$ cat config.mk
export PLATFORM = sky130hd
export DESIGN_NAME = uart_mem_sequencer
export DESIGN_NICKNAME = d
export VERILOG_FILES = /design/src/rtl/uart_mem_sequencer_pkg.sv /design/src/rtl/uart_mem_sequencer_tx_hs.sv /design/src/rtl/uart_mem_sequencer.sv
export SDC_FILE = /design/constraint.sdc
export NUM_CORES = 1
export LEC_CHECK = 0
export CAP_MARGIN = 20
export CORE_ASPECT_RATIO = 1.2
export CORE_MARGIN = 2
export CORE_UTILIZATION = 50
export DETAILED_ROUTE_END_ITERATION = 6
export DONT_BUFFER_PORTS = 1
export GPL_TIMING_DRIVEN = 0
export RECOVER_POWER = 25
export SKIP_LAST_GASP = 1
export SLEW_MARGIN = 15
export SYNTH_ARGS = -nofsm -noshare
export SYNTH_HDL_FRONTEND = slang
export SYNTH_SLANG_ARGS = --single-unit
$ cat constraint.sdc
create_clock -name clk -period 8.2 [get_ports clk]
set_input_delay 0.41 -clock clk [delete_from_list [all_inputs] [get_ports clk]]
set_output_delay 0.41 -clock clk [all_outputs]
set_load 0.02 [all_outputs]
$ cat src/rtl/uart_mem_sequencer_pkg.sv
// Shared definitions for the UART load / processor run / UART dump sequencer.
package uart_mem_sequencer_pkg;

   localparam int unsigned BYTE_W = 8;

   // Top-level sequencer states.
   typedef logic [3:0] seq_state_t;
   localparam seq_state_t S_IDLE     = 4'd0;
   localparam seq_state_t S_LOAD_LO  = 4'd1;
   localparam seq_state_t S_LOAD_HI  = 4'd2;
   localparam seq_state_t S_RUN      = 4'd3;
   localparam seq_state_t S_DUMP_RD  = 4'd4;
   localparam seq_state_t S_DUMP_LAT = 4'd5;
   localparam seq_state_t S_TX_LO    = 4'd6;
   localparam seq_state_t S_TX_LO_W  = 4'd7;
   localparam seq_state_t S_TX_HI    = 4'd8;
   localparam seq_state_t S_TX_HI_W  = 4'd9;
   localparam seq_state_t S_DONE     = 4'd10;

   // Byte transmit handshake phases.
   typedef logic [1:0] hs_phase_t;
   localparam hs_phase_t HS_IDLE = 2'd0;
   localparam hs_phase_t HS_RISE = 2'd1;
   localparam hs_phase_t HS_FALL = 2'd2;

   // Memory port owner.
   typedef logic mux_sel_t;
   localparam mux_sel_t MUX_SEQ  = 1'b0;
   localparam mux_sel_t MUX_PROC = 1'b1;

   // Little-endian byte pick from a two-byte word.
   function automatic logic [BYTE_W-1:0] word_byte(input logic [2*BYTE_W-1:0] word,
                                                   input logic                hi);
      return hi ? word[2*BYTE_W-1:BYTE_W] : word[BYTE_W-1:0];
   endfunction

endpackage

$ cat src/rtl/uart_mem_sequencer_tx_hs.sv
// Single-byte transmit handshake: wait for an idle transmitter, pulse
// tx_start with the byte, then wait for busy to rise and fall. A transmitter
// that never raises busy within two cycles of tx_start is taken to have
// accepted the byte.
module uart_byte_tx_handshake
   import uart_mem_sequencer_pkg::*;
(
   input  logic              clk,
   input  logic              rst,
   input  logic              req_i,
   input  logic [BYTE_W-1:0] byte_i,
   input  logic              tx_busy_i,
   output logic              issue_o,
   output logic              done_o,
   output logic              tx_start_o,
   output logic [BYTE_W-1:0] tx_data_o
);

   hs_phase_t         phase_q, phase_d;
   logic [1:0]        wait_q, wait_d;
   logic              tx_start_q, tx_start_d;
   logic [BYTE_W-1:0] tx_data_q, tx_data_d;

   // Handshake next-state: launch, watch for busy rise (with timeout), watch for fall.
   always_comb begin
      phase_d    = phase_q;
      wait_d     = wait_q;
      tx_start_d = 1'b0;
      tx_data_d  = tx_data_q;
      issue_o    = 1'b0;
      done_o     = 1'b0;
      case (phase_q)
         HS_IDLE: begin
            if (req_i && !tx_busy_i) begin
               issue_o    = 1'b1;
               tx_start_d = 1'b1;
               tx_data_d  = byte_i;
               wait_d     = '0;
               phase_d    = HS_RISE;
            end
         end
         HS_RISE: begin
            if (tx_busy_i) begin
               phase_d = HS_FALL;
            end else if (wait_q == 2'd2) begin
               done_o  = 1'b1;
               phase_d = HS_IDLE;
            end else begin
               wait_d = wait_q + 2'd1;
            end
         end
         HS_FALL: begin
            if (!tx_busy_i) begin
               done_o  = 1'b1;
               phase_d = HS_IDLE;
            end
         end
         default: phase_d = HS_IDLE;
      endcase
   end

   // Handshake registers; tx_data holds its byte until the next launch.
   always_ff @(posedge clk or posedge rst) begin
      if (rst) begin
         phase_q    <= HS_IDLE;
         wait_q     <= '0;
         tx_start_q <= 1'b0;
         tx_data_q  <= '0;
      end else begin
         phase_q    <= phase_d;
         wait_q     <= wait_d;
         tx_start_q <= tx_start_d;
         tx_data_q  <= tx_data_d;
      end
   end

   assign tx_start_o = tx_start_q;
   assign tx_data_o  = tx_data_q;

endmodule

$ cat src/rtl/uart_mem_sequencer.sv
// Owns the data-memory port and sequences UART load, processor run and
// UART dump. Words are little-endian byte pairs in both directions.
module uart_mem_sequencer
   import uart_mem_sequencer_pkg::*;
#(
   parameter int unsigned ADDR_W     = 16,
   parameter int unsigned DATA_W     = 16,
   parameter int unsigned LOAD_WORDS = 65536,
   parameter int unsigned DUMP_WORDS = 16384
) (
   input  logic              clk,
   input  logic              rst,
   input  logic              start,
   input  logic              rx_valid,
   input  logic [7:0]        rx_data,
   input  logic              tx_busy,
   output logic              tx_start,
   output logic [7:0]        tx_data,
   output logic              proc_start,
   input  logic              proc_end,
   input  logic              proc_read,
   input  logic              proc_write,
   input  logic [ADDR_W-1:0] proc_addr,
   input  logic [DATA_W-1:0] proc_wdata,
   output logic              mem_read,
   output logic              mem_write,
   output logic [ADDR_W-1:0] mem_addr,
   output logic [DATA_W-1:0] mem_wdata,
   input  logic [DATA_W-1:0] mem_rdata,
   output logic              busy,
   output logic              done
);

   localparam int unsigned      CNT_W     = ADDR_W + 1;
   localparam logic [CNT_W-1:0] LOAD_LAST = CNT_W'(LOAD_WORDS - 1);
   localparam logic [CNT_W-1:0] DUMP_LAST = CNT_W'(DUMP_WORDS - 1);

   seq_state_t        state_q, state_d;
   logic [CNT_W-1:0]  word_cnt_q, word_cnt_d;
   logic [7:0]        lo_byte_q, lo_byte_d;
   logic [DATA_W-1:0] word_buf_q, word_buf_d;
   logic              seq_read_q, seq_read_d;
   logic              seq_write_q, seq_write_d;
   logic [ADDR_W-1:0] seq_addr_q, seq_addr_d;
   logic [DATA_W-1:0] seq_wdata_q, seq_wdata_d;
   logic              proc_start_q, proc_start_d;
   logic              done_q, done_d;

   logic              hs_req, hs_hi, hs_issue, hs_done;
   logic [7:0]        hs_byte;
   mux_sel_t          mux_sel;

   assign hs_req  = (state_q == S_TX_LO) || (state_q == S_TX_HI);
   assign hs_hi   = (state_q == S_TX_HI) || (state_q == S_TX_HI_W);
   assign hs_byte = word_byte(word_buf_q, hs_hi);

   uart_byte_tx_handshake u_tx_hs (
      .clk        (clk),
      .rst        (rst),
      .req_i      (hs_req),
      .byte_i     (hs_byte),
      .tx_busy_i  (tx_busy),
      .issue_o    (hs_issue),
      .done_o     (hs_done),
      .tx_start_o (tx_start),
      .tx_data_o  (tx_data)
   );

   // Sequencer next-state: load words, run the processor, dump words byte by byte.
   always_comb begin
      state_d      = state_q;
      word_cnt_d   = word_cnt_q;
      lo_byte_d    = lo_byte_q;
      word_buf_d   = word_buf_q;
      seq_read_d   = 1'b0;
      seq_write_d  = 1'b0;
      seq_addr_d   = seq_addr_q;
      seq_wdata_d  = seq_wdata_q;
      proc_start_d = proc_start_q;
      done_d       = done_q;
      case (state_q)
         S_IDLE, S_DONE: begin
            if (start) begin
               state_d    = S_LOAD_LO;
               word_cnt_d = '0;
               done_d     = 1'b0;
            end
         end
         S_LOAD_LO: begin
            if (rx_valid) begin
               lo_byte_d = rx_data;
               state_d   = S_LOAD_HI;
            end
         end
         S_LOAD_HI: begin
            if (rx_valid) begin
               seq_write_d = 1'b1;
               seq_addr_d  = word_cnt_q[ADDR_W-1:0];
               seq_wdata_d = {rx_data, lo_byte_q};
               if (word_cnt_q == LOAD_LAST) begin
                  word_cnt_d = '0;
                  state_d    = S_RUN;
               end else begin
                  word_cnt_d = word_cnt_q + CNT_W'(1);
                  state_d    = S_LOAD_LO;
               end
            end
         end
         S_RUN: begin
            // proc_start rises one cycle into RUN so the final load write,
            // still in flight on the sequencer side, completes before the
            // processor is handed the port.
            if (!proc_start_q) begin
               proc_start_d = 1'b1;
            end else if (proc_end) begin
               proc_start_d = 1'b0;
               state_d      = S_DUMP_RD;
            end
         end
         S_DUMP_RD:  state_d = S_DUMP_LAT;
         S_DUMP_LAT: begin
            word_buf_d = mem_rdata;
            state_d    = S_TX_LO;
         end
         S_TX_LO:   if (hs_issue) state_d = S_TX_LO_W;
         S_TX_LO_W: if (hs_done)  state_d = S_TX_HI;
         S_TX_HI:   if (hs_issue) state_d = S_TX_HI_W;
         S_TX_HI_W: begin
            if (hs_done) begin
               if (word_cnt_q == DUMP_LAST) begin
                  state_d = S_DONE;
                  done_d  = 1'b1;
               end else begin
                  word_cnt_d = word_cnt_q + CNT_W'(1);
                  state_d    = S_DUMP_RD;
               end
            end
         end
         default: state_d = S_IDLE;
      endcase
      // Every entry into DUMP_RD issues exactly one read of the current word.
      if ((state_d == S_DUMP_RD) && (state_q != S_DUMP_RD)) begin
         seq_read_d = 1'b1;
         seq_addr_d = word_cnt_d[ADDR_W-1:0];
      end
   end

   // Sequencer registers with asynchronous return to IDLE.
   always_ff @(posedge clk or posedge rst) begin
      if (rst) begin
         state_q      <= S_IDLE;
         word_cnt_q   <= '0;
         lo_byte_q    <= '0;
         word_buf_q   <= '0;
         seq_read_q   <= 1'b0;
         seq_write_q  <= 1'b0;
         seq_addr_q   <= '0;
         seq_wdata_q  <= '0;
         proc_start_q <= 1'b0;
         done_q       <= 1'b0;
      end else begin
         state_q      <= state_d;
         word_cnt_q   <= word_cnt_d;
         lo_byte_q    <= lo_byte_d;
         word_buf_q   <= word_buf_d;
         seq_read_q   <= seq_read_d;
         seq_write_q  <= seq_write_d;
         seq_addr_q   <= seq_addr_d;
         seq_wdata_q  <= seq_wdata_d;
         proc_start_q <= proc_start_d;
         done_q       <= done_d;
      end
   end

   assign mux_sel = ((state_q == S_RUN) && proc_start_q) ? MUX_PROC : MUX_SEQ;

   // Memory port mux: processor passes straight through only while it runs.
   always_comb begin
      if (mux_sel == MUX_PROC) begin
         mem_read  = proc_read;
         mem_write = proc_write;
         mem_addr  = proc_addr;
         mem_wdata = proc_wdata;
      end else begin
         mem_read  = seq_read_q;
         mem_write = seq_write_q;
         mem_addr  = seq_addr_q;
         mem_wdata = seq_wdata_q;
      end
   end

   assign proc_start = proc_start_q;
   assign busy       = (state_q != S_IDLE) && (state_q != S_DONE);
   assign done       = done_q;

endmodule

==> summary.txt <==
Worst setup path
  • Buf/Inv on CP: 2
  • Crit path max fanout: 53
  • CP max-delay cell: clkbuf_1
  • Critical path, cell by cell: clkinvlp_2 > clkbuf_1
  • Crit path required time: 8.04 ns
  • Worst Path Arrival: 3.53 ns
  • Peak per-stage delay on the critical path: 2.06 ns
  • Crit start category: input port
  • Crit Path Class: in -> async
  • CP Capture Type: async pin
  • CP delay by family, top: buffers and inverters

Synth
  • YS warnings: 0
  • FF+latch count, synth: 94
  • Async set-reset flop share out of synthesis: 1.000
  • Mapped Area: 5110 sq um
  • Sequential element share of the synthesized area: 0.4603
  • Post-synth EDFFs: 0
  • Syn_area_per_cell: 10.10 sq um
  • Post-Syn Instances: 506
  • Library cells used by synthesis: 70
  • Synth Flop Type: dfrtp_1
  • Net count after synthesis: 577

Drt
  • DR pass1 iterations: 4
  • Avg WL per Cell: 18.03 microns
  • # DRC: 0
  • Vias per std cell: 5.826
  • DR vias: 3775
  • WL final: 11680 microns
  • Iter 0 DRT Violations: 209
  • Post-route ant nets: 0

Place
  • Detailed Place HPWL: 8466 microns
  • Placed insts: 633
  • IO buf count: 0
  • GP Congestion: 0.8665
  • DP Area: 5298 sq um

Die
  • Starting density of the core: 0.5131
  • Core area: 9960 sq um
  • IO Count: 110
  • Full die area: 11050 sq um
  • # rows: 40
  • Die height: 114.7 microns
  • Chip width: 96.29 microns

Timing
  • F_max: 271.1 MHz
  • Min Tclk post-route: 3.688 ns
  • RSZ-0062 raised after global routing: no
  • Final worst-path cycle share: 0.4498
  • Final Slew Violations: 97
  • Hold WS: 0.1639 ns
  • Fin Setup TNS: 0 ns
  • Setup Viol. Count Final: 0
  • Worst Skew: 0.005525 ns
  • Hold Violations, Final: 0
  • Slew headroom: -0.8728
  • Least-Margin Pin Slew: 2.809 ns

Run status
  • Status: finished with violations
  • Failing checks: max-capacitance violations, max-slew violations

Min path
  • Hold Path Class: in -> reg

Finish
  • Area delta synth->final: 9.451%
  • Commonest non-fill, non-tap cell in the layout: nand2_1
  • Nets: 589
  • Number of fill cells: 888
  • Finished Layout Cells: 648
  • Diode count: 0
  • FF+latch area: 2352 sq um
  • Most frequent cells in the layout: nand2_1 (118), dfrtp_1 (94), mux2_2 (63)
  • Post-route design area: 5593 sq um
  • Layout cells sized above 1: 0.2126
  • Multi-input gate area: 2541 sq um

Flow run
  • Max_cap viols: 2

Pwr
  • Pwr dens: 325.2 nW/um^2
  • Total power: 1.819 mW
  • Leak: 2.758 nW
  • Peak supply drop: 159.7 uV

Global route
  • Vias in the first global route: 3692
  • Initial antenna violation count: 0
  • First-pass GRT wire length: 18540 microns
  • Largest net degree at the start of global routing: 54
  • Gr ovfl total: 0
  • Global Route Usage Sum: 0.2218

Clocking
  • Maximum clock path buffer count: 2
  • Clk sinks: 94
  • Cts bufs inserted: 9
  • Clock Latency Late Sink: 0.35 ns
  • Clk pin slew, worst setup/hold paths: 0.07 ns
  • CTS resizes: 0
  • Root buffer cell: clkbuf_16
  • Post-CTS setup buffers: 0
  • CTS tree: yes
  • H-tree Lvls: 3
  • Hold-fix buffers at CTS: 0
## worst register-to-register path: stages, from the launching register on
cell and delay, ns:
dfrtp_1 0.46, ha_1 0.28, and4_2 0.26, and3_1 0.19
and3_2 0.22, ha_1 0.20, o2111ai_1 0.18, a21oi_1 0.11
a311o_1 0.34, nor3_4 0.52, buf_12 0.22, mux2_1 0.32
## path summary, 6_finish.rpt
check | startpoint | to | slack, ns | depth (start not counted)
worst max-delay path | rst | word_cnt_q[15] | 4.51 | 2
worst min-delay path | rx_data[5] | seq_wdata_q[13] | 0.16 | 2
worst max register to register | word_cnt_q[0] | seq_addr_q[9] | 4.78 | 11
worst min register to register | lo_byte_q[6] | seq_wdata_q[6] | 0.46 | 2
max in group clk | word_cnt_q[0] | seq_addr_q[9] | 4.78 | 11
min in group asynchronous | rst | word_buf_q[0] | 0.39 | 1
## Yosys cell counts, types with 6 or more instances
cell | count | area share
a211o_1 | 6 | 0.010
nand2b_1 | 8 | 0.0098
nand2_1 | 118 | 0.087
nand4_1 | 9 | 0.011
mux2_2 | 63 | 0.14
nor3_1 | 8 | 0.0078
mux2_1 | 6 | 0.013
clkbuf_1 | 14 | 0.010
mux2i_1 | 9 | 0.018
ha_1 | 7 | 0.017
a21o_1 | 6 | 0.0088
nand3_1 | 12 | 0.012
o21ai_0 | 20 | 0.020
dfrtp_1 | 94 | 0.46
inv_1 | 15 | 0.011
a21oi_1 | 11 | 0.011
and3_1 | 6 | 0.0073
nor2_1 | 16 | 0.012
a31oi_1 | 10 | 0.012
## layer usage
layer	vias to the layer above	GRT usage	share of wire
li1	1814	-	-
met1	1824	0.2953	0.42
met2	117	0.3509	0.50
met3	20	0.05177	0.058
met4	0	0.08667	0.020
met5	-	0	0
## cell families after synthesis
family	after synthesis	share of synthesized area
fa+ha+maj	7	0.01714
xor+xnor	2	0.003429
simple gates	203	0.1964
compound gates	78	0.1048
flops	94	0.4603
buf+inv	42	0.04236
mux	80	0.1756
## registers in the layout, indices dropped and copies added (netlist names)
name,flops
word_buf_q,16
u_tx_hs.phase_q,2
seq_addr_q,16
seq_wdata_q,16
seq_write_q,1
done,1
seq_read_q,1
u_tx_hs.tx_start_o,1
state_q,4
u_tx_hs.wait_q,2
word_cnt_q,17
lo_byte_q,8
proc_start,1
u_tx_hs.tx_data_o,8
## where the power goes
group / switching (mW) / total, mW / internal, mW
sequential: 0.131 / 0.757 / 0.626
clock: 0.183 / 0.452 / 0.269
combinational: 0.346 / 0.610 / 0.264
total: 0.660 / 1.82 / 1.16
## per-stage QoR
stage	worst slack, ns	utilization
2_1_floorplan	5.213	-
3_3_place_gp	4.274	0.5289
3_5_place_dp	4.781	0.5319
4_1_cts	4.766	0.5641
5_1_grt	3.514	0.5616
6_report	4.512	0.5616
## cell type report
type	count	area share
Tap cell	126	0.02819
Sequential cell	94	0.4206
Buffer	25	0.02729
Inverter	17	0.01163
Clock inverter	6	0.01700
Timing Repair Buffer	1	0.0006711
Multi-Input combinational cell	370	0.4544
Clock buffer	9	0.04027
No activity file was read; power rests on OpenSTA's default activity.
